File: src/rtl/spike_rate_decoder.sv
// Rate decoder: counts spikes per channel over a window and maps counts to pixel intensities.
// Define SPIKE_DEC_ARGMAX_EN to add the argmax SCAN stage (winner_idx / winner_tie).
module spike_rate_decoder #(
  parameter int NUM_CH    = 4,
  parameter int WINDOW    = 16,
  parameter int OUT_WIDTH = 8,
  localparam int CNT_WIDTH = $clog2(WINDOW + 1),
  localparam int IDX_WIDTH = (NUM_CH > 1) ? $clog2(NUM_CH) : 1
) (
  input  logic                           clk,
  input  logic                           rst,
  input  logic                           start,
  input  logic                           spike_valid,
  input  logic [NUM_CH-1:0]              spike_in,
  output logic                           busy,
  output logic                           out_valid,
  input  logic                           out_ready,
  output logic [NUM_CH*OUT_WIDTH-1:0]    pixel_out,
  output logic [NUM_CH*CNT_WIDTH-1:0]    spike_count,
  output logic [IDX_WIDTH-1:0]           winner_idx,
  output logic                           winner_tie
);

  localparam int PW      = CNT_WIDTH + OUT_WIDTH + 1;
  localparam int SCALE   = (1 << OUT_WIDTH) / WINDOW;
  localparam int MAX_PIX = (1 << OUT_WIDTH) - 1;
  localparam logic [CNT_WIDTH-1:0] LP_WINDOW = CNT_WIDTH'(WINDOW);

  typedef enum logic [1:0] {StIdle, StAccum, StScan, StHold} state_t;

  state_t               r_state;
  logic [CNT_WIDTH-1:0] r_cnt [NUM_CH];
  logic [CNT_WIDTH-1:0] r_samples;
  logic                 r_busy;
  logic                 r_out_valid;
  logic                 w_start_ok;

`ifdef SPIKE_DEC_ARGMAX_EN
  localparam logic [IDX_WIDTH-1:0] LAST_IDX = IDX_WIDTH'(NUM_CH - 1);
  logic [IDX_WIDTH-1:0] r_scan_idx;
  logic [IDX_WIDTH-1:0] r_best_idx;
  logic [CNT_WIDTH-1:0] r_best_cnt;
  logic                 r_tie;
  logic [CNT_WIDTH-1:0] w_scan_cnt;

  assign w_scan_cnt = r_cnt[r_scan_idx];
`endif

  assign w_start_ok = start & ((r_state == StIdle) | ((r_state == StHold) & out_ready));

  always_ff @(posedge clk or posedge rst) begin
    if (rst) begin
      r_state     <= StIdle;
      r_samples   <= '0;
      r_busy      <= 1'b0;
      r_out_valid <= 1'b0;
      for (int i = 0; i < NUM_CH; i++) r_cnt[i] <= '0;
`ifdef SPIKE_DEC_ARGMAX_EN
      r_scan_idx  <= '0;
      r_best_idx  <= '0;
      r_best_cnt  <= '0;
      r_tie       <= 1'b0;
`endif
    end else begin
      if (w_start_ok) begin
        r_samples <= '0;
        for (int i = 0; i < NUM_CH; i++) r_cnt[i] <= '0;
`ifdef SPIKE_DEC_ARGMAX_EN
        r_best_idx <= '0;
        r_best_cnt <= '0;
        r_tie      <= 1'b0;
`endif
      end
      unique case (r_state)
        StIdle: begin
          if (start) begin
            r_state <= StAccum;
            r_busy  <= 1'b1;
          end
        end
        StAccum: begin
          // A full window waits one cycle here before leaving ACCUM.
          if (r_samples == LP_WINDOW) begin
`ifdef SPIKE_DEC_ARGMAX_EN
            r_state    <= StScan;
            r_scan_idx <= '0;
`else
            r_state     <= StHold;
            r_busy      <= 1'b0;
            r_out_valid <= 1'b1;
`endif
          end else if (spike_valid) begin
            for (int i = 0; i < NUM_CH; i++) begin
              if (spike_in[i]) r_cnt[i] <= r_cnt[i] + 1'b1;
            end
            r_samples <= r_samples + 1'b1;
          end
        end
`ifdef SPIKE_DEC_ARGMAX_EN
        StScan: begin
          // Strictly-greater replacement keeps the lowest index on ties.
          if ((r_scan_idx == '0) || (w_scan_cnt > r_best_cnt)) begin
            r_best_cnt <= w_scan_cnt;
            r_best_idx <= r_scan_idx;
            r_tie      <= 1'b0;
          end else if (w_scan_cnt == r_best_cnt) begin
            r_tie <= 1'b1;
          end
          if (r_scan_idx == LAST_IDX) begin
            r_state     <= StHold;
            r_busy      <= 1'b0;
            r_out_valid <= 1'b1;
          end else begin
            r_scan_idx <= r_scan_idx + 1'b1;
          end
        end
`endif
        StHold: begin
          if (out_ready) begin
            r_out_valid <= 1'b0;
            if (start) begin
              r_state <= StAccum;
              r_busy  <= 1'b1;
            end else begin
              r_state <= StIdle;
            end
          end
        end
        default: begin
          r_state     <= StIdle;
          r_busy      <= 1'b0;
          r_out_valid <= 1'b0;
        end
      endcase
    end
  end

  for (genvar g = 0; g < NUM_CH; g++) begin : g_ch
    logic [PW-1:0] w_prod;
    assign w_prod = PW'(r_cnt[g]) * PW'(SCALE);
    assign pixel_out[g*OUT_WIDTH +: OUT_WIDTH] =
        (w_prod > PW'(MAX_PIX)) ? {OUT_WIDTH{1'b1}} : w_prod[OUT_WIDTH-1:0];
    assign spike_count[g*CNT_WIDTH +: CNT_WIDTH] = r_cnt[g];
  end

  assign busy      = r_busy;
  assign out_valid = r_out_valid;

`ifdef SPIKE_DEC_ARGMAX_EN
  assign winner_idx = r_best_idx;
  assign winner_tie = r_tie;
`else
  assign winner_idx = '0;
  assign winner_tie = 1'b0;
`endif

endmodule

File: config.mk
export PLATFORM = sky130hd
export DESIGN_NAME = spike_rate_decoder
export DESIGN_NICKNAME = d
export VERILOG_FILES = /design/src/rtl/spike_rate_decoder.sv
export SDC_FILE = /design/constraint.sdc
export NUM_CORES = 1
export LEC_CHECK = 0
export ABC_AREA = 1
export ABC_CLOCK_PERIOD_IN_PS = 3000
export CORE_MARGIN = 1.5
export CORE_UTILIZATION = 50
export CTS_CLUSTER_SIZE = 24
export DETAILED_ROUTE_END_ITERATION = 16
export GPL_TIMING_DRIVEN = 0
export PLACE_DENSITY_LB_ADDON = 0.3
export SLEW_MARGIN = 20
export SYNTH_ARGS = -nofsm -noshare
export SYNTH_HDL_FRONTEND = slang
export SYNTH_SLANG_ARGS = --single-unit
File: constraint.sdc
create_clock -name clk -period 3 [get_ports clk]
set_input_delay 0.75 -clock clk [delete_from_list [all_inputs] [get_ports clk]]
set_output_delay 0.75 -clock clk [all_outputs]
set_load 0.02 [all_outputs]
### Yosys cells after proc, flatten, opt, wreduce, memory -nomap -nowiden

Index checks and enable logic that the tools add are counted.

| word-level totals | value |
|---|---|
| flip-flop bits (word level) | 29 |
| latch bits | 0 |
| RAM bits | 0 |
| ROM bits | 0 |
| input bits | 9 |
| output and inout port bits | 57 |
| memories kept | 0 |

| operators by class | value |
|---|---|
| add/sub/neg operators | 5 |
| $mul | 0 |
| divide/modulo/power cells | 0 |
| order comparisons | 4 |
| equal/unequal tests | 6 |
| shifts and indexed selects | 0 |
| muxes and demuxes | 28 |
| bitwise gates (word level) | 4 |
| reductions and logical operators | 4 |

Operators by type and width:

| cell | number |
|---|---|
| $mux W20 | 4 |
| $mux W5 | 8 |
| $gt A9 B8 Y1 const B | 4 |
| $mux W8 | 4 |
| $add A5 B1 Y5 const B | 5 |
| $mux W1 | 6 |
| $mux W2 | 3 |
| $ne A2 B2 Y1 const B | 3 |
| $pmux W1 S3 | 2 |
| $pmux W2 S3 | 1 |
| $reduce_and A3 Y1 | 2 |
| $eq A5 B5 Y1 const B | 1 |
| $and A1 B1 Y1 | 2 |
| $eq A2 B1 Y1 const B | 1 |
| $eq A2 B2 Y1 const B | 1 |
| $logic_not A2 Y1 | 1 |
| $reduce_and A2 Y1 | 1 |
| $not A1 Y1 | 1 |
| $or A1 B1 Y1 | 1 |

### Depth between registers and ports, before layout

| depth | value |
|---|---|
| depth in word-level cells | 9 |
| depth in mapped cells | 10 |
| mapped depth without buffers | 10 |

### Least setup slack after synthesis

OpenSTA, ideal clock, no wires.

| path | value |
|---|---|
| path type | register to output |
| start point | register r_cnt, in the netlist spike_count[19] |
| end point | output port pixel_out[28] |
| arrival | 899 ps |
| data required time | 2250 ps |
| path slack | 1351 ps |
| cell stages (with the launch flop) | 2 |
| buffers on the path | 0 |
| path through | dfrtp_1 -> or2_2 |

| on the way | value |
|---|---|
| longest elaborated chain between the ends | 2 |

Ends and longest elaborated chain:

| element | line | RTL |
|---|---|---|
| from (decl) | 32 | `logic [CNT_WIDTH-1:0] r_cnt [NUM_CH];` |
| from (signal, indexed assignment) | 94 | `if (spike_in[i]) r_cnt[i] <= r_cnt[i] + 1'b1;` |
| $gt A9 B8 Y1 | 142 | `(w_prod > PW'(MAX_PIX)) ? {OUT_WIDTH{1'b1}} : w_prod[OUT_WIDTH-1:0];` |
| $mux W8 | 142 |  |
| to (decl) | 18 | `output logic [NUM_CH*OUT_WIDTH-1:0] pixel_out,` |

Every way passes these cells.

### Worst setup path in the final report

| path | value |
|---|---|
| start point | register r_cnt, in the netlist spike_count[9] |
| end point | output port pixel_out[12] |

Same word-level chain as after synthesis.

==> results.tsv <==
stage	metric	value	unit
power_and_ir_drop	cellPowerDensity	675.2	nW/um^2
power_and_ir_drop	power_switching	0.0007822	W
place	gp_congestion	0.8258	
sta	grt_setup_unrepaired	no	
global_routing	pin_count_of_the_biggest_net_entering_global_routing	30	
detailed_routing	vias	1869	
floorplan	core_area	3716	sq um
critical_path	maximum_net_fanout_on_the_critical_path	10	
sta	max_freq	416.7	MHz
synthesis	cell_area_after_technology_mapping	1974	sq um
detailed_routing	detailedRoute.firstIterationViolations	94	
critical_path	worst_setup_sp_type	flop	
global_routing	grt_remaining_overflow	0	
detailed_routing	antenna_violating_nets_post_route	0	
synthesis	synth_top_cell_by_area	sky130_fd_sc_hd__dfrtp_1	
synthesis	synth_seq_area_share	0.3676	
critical_path	cp.required	2.25	ns
sta	report.final.hold_viol_count	0	
power_and_ir_drop	combinational_share_of_power	0.495	
finish	area_delta_synth_final	38.72	%
synthesis	syn-mean-instance-area	7.340	sq um
detailed_routing	route.detailed.vias_per_inst	4.829	
cts	cts-root-to-sink-buffers	2	
sta	setup-violations-final	0	
finish	drive_gt1_frac	0.1416	
critical_path	timing.critical_path.to_type	primary output	
critical_path	path_cells	or2_2 -> clkdlybuf4s50_1	
floorplan	die_w	65.84	um
synthesis	synth-seq-cells	29	
synthesis	yosysWarnings	0	
place	post-dp-hpwl	3146	um
place	io_buffers	61	
sta	finalCriticalPeriod	2.400	ns
sta	final.setup_skew	0.002510	ns
synthesis	syn_inst	269	
power_and_ir_drop	power.internal	0.001067	W
floorplan	die_area	4335	sq um
power_and_ir_drop	clock_share_of_power	0.176	
cts	cts.clk_slew.worst_paths	0.06	ns
min_path	worstHoldPathType	flop to flop	
cts	cts_tree	yes	
synthesis	yosys_most_used_dff	sky130_fd_sc_hd__dfrtp_1	
cts	cts_setup_buffers	0	
cts	post_cts_resize_count	0	
synthesis	netlist_top_cells_count	sky130_fd_sc_hd__nand2_1, sky130_fd_sc_hd__inv_1, sky130_fd_sc_hd__dfrtp_1, sky130_fd_sc_hd__nor2_1, sky130_fd_sc_hd__buf_4	
finish	diodes	0	
floorplan	std_cell_rows	22	
cts	clock_latency	0.28	ns
sta	setup_tns	0	ns
power_and_ir_drop	leakagePower	1.400	nW
critical_path	crit_arrival	1.65	ns
detailed_routing	drtPass1Iterations	4	
cts	numCtsBuffers	5	
floorplan	ios	66	
flow_run	maxcap_viol_count	0	
floorplan	initial_utilization	0.5313	
global_routing	wire_length_of_the_first_global_routing_pass	6775	um
synthesis	synth_area_leaders	sky130_fd_sc_hd__dfrtp_1, sky130_fd_sc_hd__nand2_1, sky130_fd_sc_hd__buf_4	
power_and_ir_drop	seqPwrFrac	0.328	
global_routing	number_of_antenna_violations_at_the_first_check_in_global_routing	0	
cts	clock_sink_count	29	
global_routing	met3_usage	0.05792	
global_routing	use_met2	0.3396	
finish	finalNetCount	357	
critical_path	worst-setup-path-type	flop to primary output	
sta	worst_slew_pin_slew	0.6101	ns
cts	cts_max_level	2	
power_and_ir_drop	fin_total_pwr	0.001849	W
synthesis	area_share_of_the_largest_cell_type_after_synthesis	0.3676	
critical_path	worst_path_buf_inv	1	
critical_path	slowest_stage	sky130_fd_sc_hd__clkdlybuf4s50_1	
global_routing	grt_pass1_vias	1604	
sta	slew_headroom	0.5927	
synthesis	synth_most_common_cell	sky130_fd_sc_hd__nand2_1	
sta	final.period_utilization	0.7999	
synthesis	synth_edf_count	0	
critical_path	critical-path-top-delay-family	buffers and inverters	
floorplan	die_y_extent	65.84	um
global_routing	groute.usage.overall	0.2028	
detailed_routing	drt_drc_violations_left	0	
sta	final_max_slew_viols	0	
global_routing	grt.busiest_layer	met2	
critical_path	delay_of_the_slowest_cell_on_the_worst_path	0.54	ns
power_and_ir_drop	switching_share	0.4229	
detailed_routing	wl_per_cell	11.12	um
outcome	result_of_the_run	completed	
cts	root_buffer_cell	sky130_fd_sc_hd__clkbuf_8	
detailed_routing	postRouteWirelength	4302	um
power_and_ir_drop	vdd.ir_drop.worst	0.5508	mV
global_routing	groute.layer.met1.usage	0.2478	
cts	cts_hold_buffers	0	
synthesis	netlist-cell-type-count	26	
synthesis	synth-async-reset-ratio	1.000	
-- area by class of cell --
class / instances / area, sq um
repair buffers: 61 / 610.6
multi-input cells: 187 / 972.2
clock buffers: 7 / 86.33
fillers: 286 / 977.2
flip-flops and latches: 29 / 725.7
inverters: 33 / 123.9
plain buffers: 22 / 160.2
well taps: 48 / 60.06
-- routing by layer --
layer | up-vias | part of all wire
li1 | 976 | -
met2 | 57 | 0.46
met1 | 829 | 0.46
met4 | 0 | 0.018
met3 | 7 | 0.061
met5 | - | 0
-- tightest hold or removal path, stage by stage (launching register included) --
cell,delay (ns)
sky130_fd_sc_hd__dfrtp_1,0.34
sky130_fd_sc_hd__o21ai_0,0.08
sky130_fd_sc_hd__nand2_1,0.06
-- worst paths after layout --
check	startpoint	endpoint	slack, ns	cells after the start
setup reg to reg	r_state[0]$_DFFE_PP0P_	spike_count[15]$_DFF_PP0_	1.30	8
hold / removal	out_valid$_DFFE_PP0P_	out_valid$_DFFE_PP0P_	0.51	2
hold reg to reg	out_valid$_DFFE_PP0P_	out_valid$_DFFE_PP0P_	0.51	2
min in group asynchronous	rst	spike_count[6]$_DFF_PP0_	0.86	2
setup / recovery	spike_count[9]$_DFF_PP0_	pixel_out[12]	0.60	2
max in group asynchronous	rst	spike_count[17]$_DFF_PP0_	1.74	2
-- layout by cell type, fill, tap and decap left out, drive strengths merged --
| cell | count |
|---|---|
| inv | 33 |
| nand2 | 72 |
| o211ai | 2 |
| clkbuf | 7 |
| o21bai | 1 |
| conb | 3 |
| and3 | 1 |
| nor2 | 30 |
| nand3 | 18 |
| nand4 | 10 |
| buf | 22 |
| ha | 9 |
| dfrtp | 29 |
| or2 | 9 |
| o21ai | 20 |
| xor2 | 1 |
| nor3 | 3 |
| clkdlybuf4s50 | 61 |
| a21oi | 6 |
| xnor2 | 2 |
-- per-stage QoR --
step           instance area [sq um]  hold slack (ns)  utilization  setup slack [ns]  instances
6_report                        2739           0.5076       0.7370            0.6002        387
5_1_grt                         2739           0.5341       0.7370            0.5340        387
4_1_cts                         2739           0.5063       0.7370            0.5845        387
3_5_place_dp                    2653           0.4944       0.7138            0.7221        380
3_3_place_gp                    2653           0.4886       0.7138            0.7286        380
2_1_floorplan                   1982           0.4782            -             1.351        271
-- logic make-up (layout without fill, tap and decap cells) --
logic type	Yosys count	count (layout)	share of synthesized area
other cells	1	3	0.001899
fa+ha+maj	9	9	0.05704
compound gates	29	29	0.08301
simple gates	143	143	0.3333
flops	29	29	0.3676
buf+inv	55	123	0.1439
xor+xnor	3	3	0.01331
-- power groups by stage --
stage	registers [W]	logic [W]	clock network, W
global route	0.000621	0.00101	0.000346
finish	0.000607	0.000916	0.000326
CTS	0.000603	0.000919	0.000327
global placement	0.000604	0.000896	0
detailed placement	0.000609	0.000914	0
floorplan	0.000666	0.000507	0
-- sequential cells by signal (all words and copies together), names as in the netlist --
register     cells
spike_count     20
r_state          2
r_samples        5
busy             1
out_valid        1
Note: power is estimated with default switching activity, not from simulation.
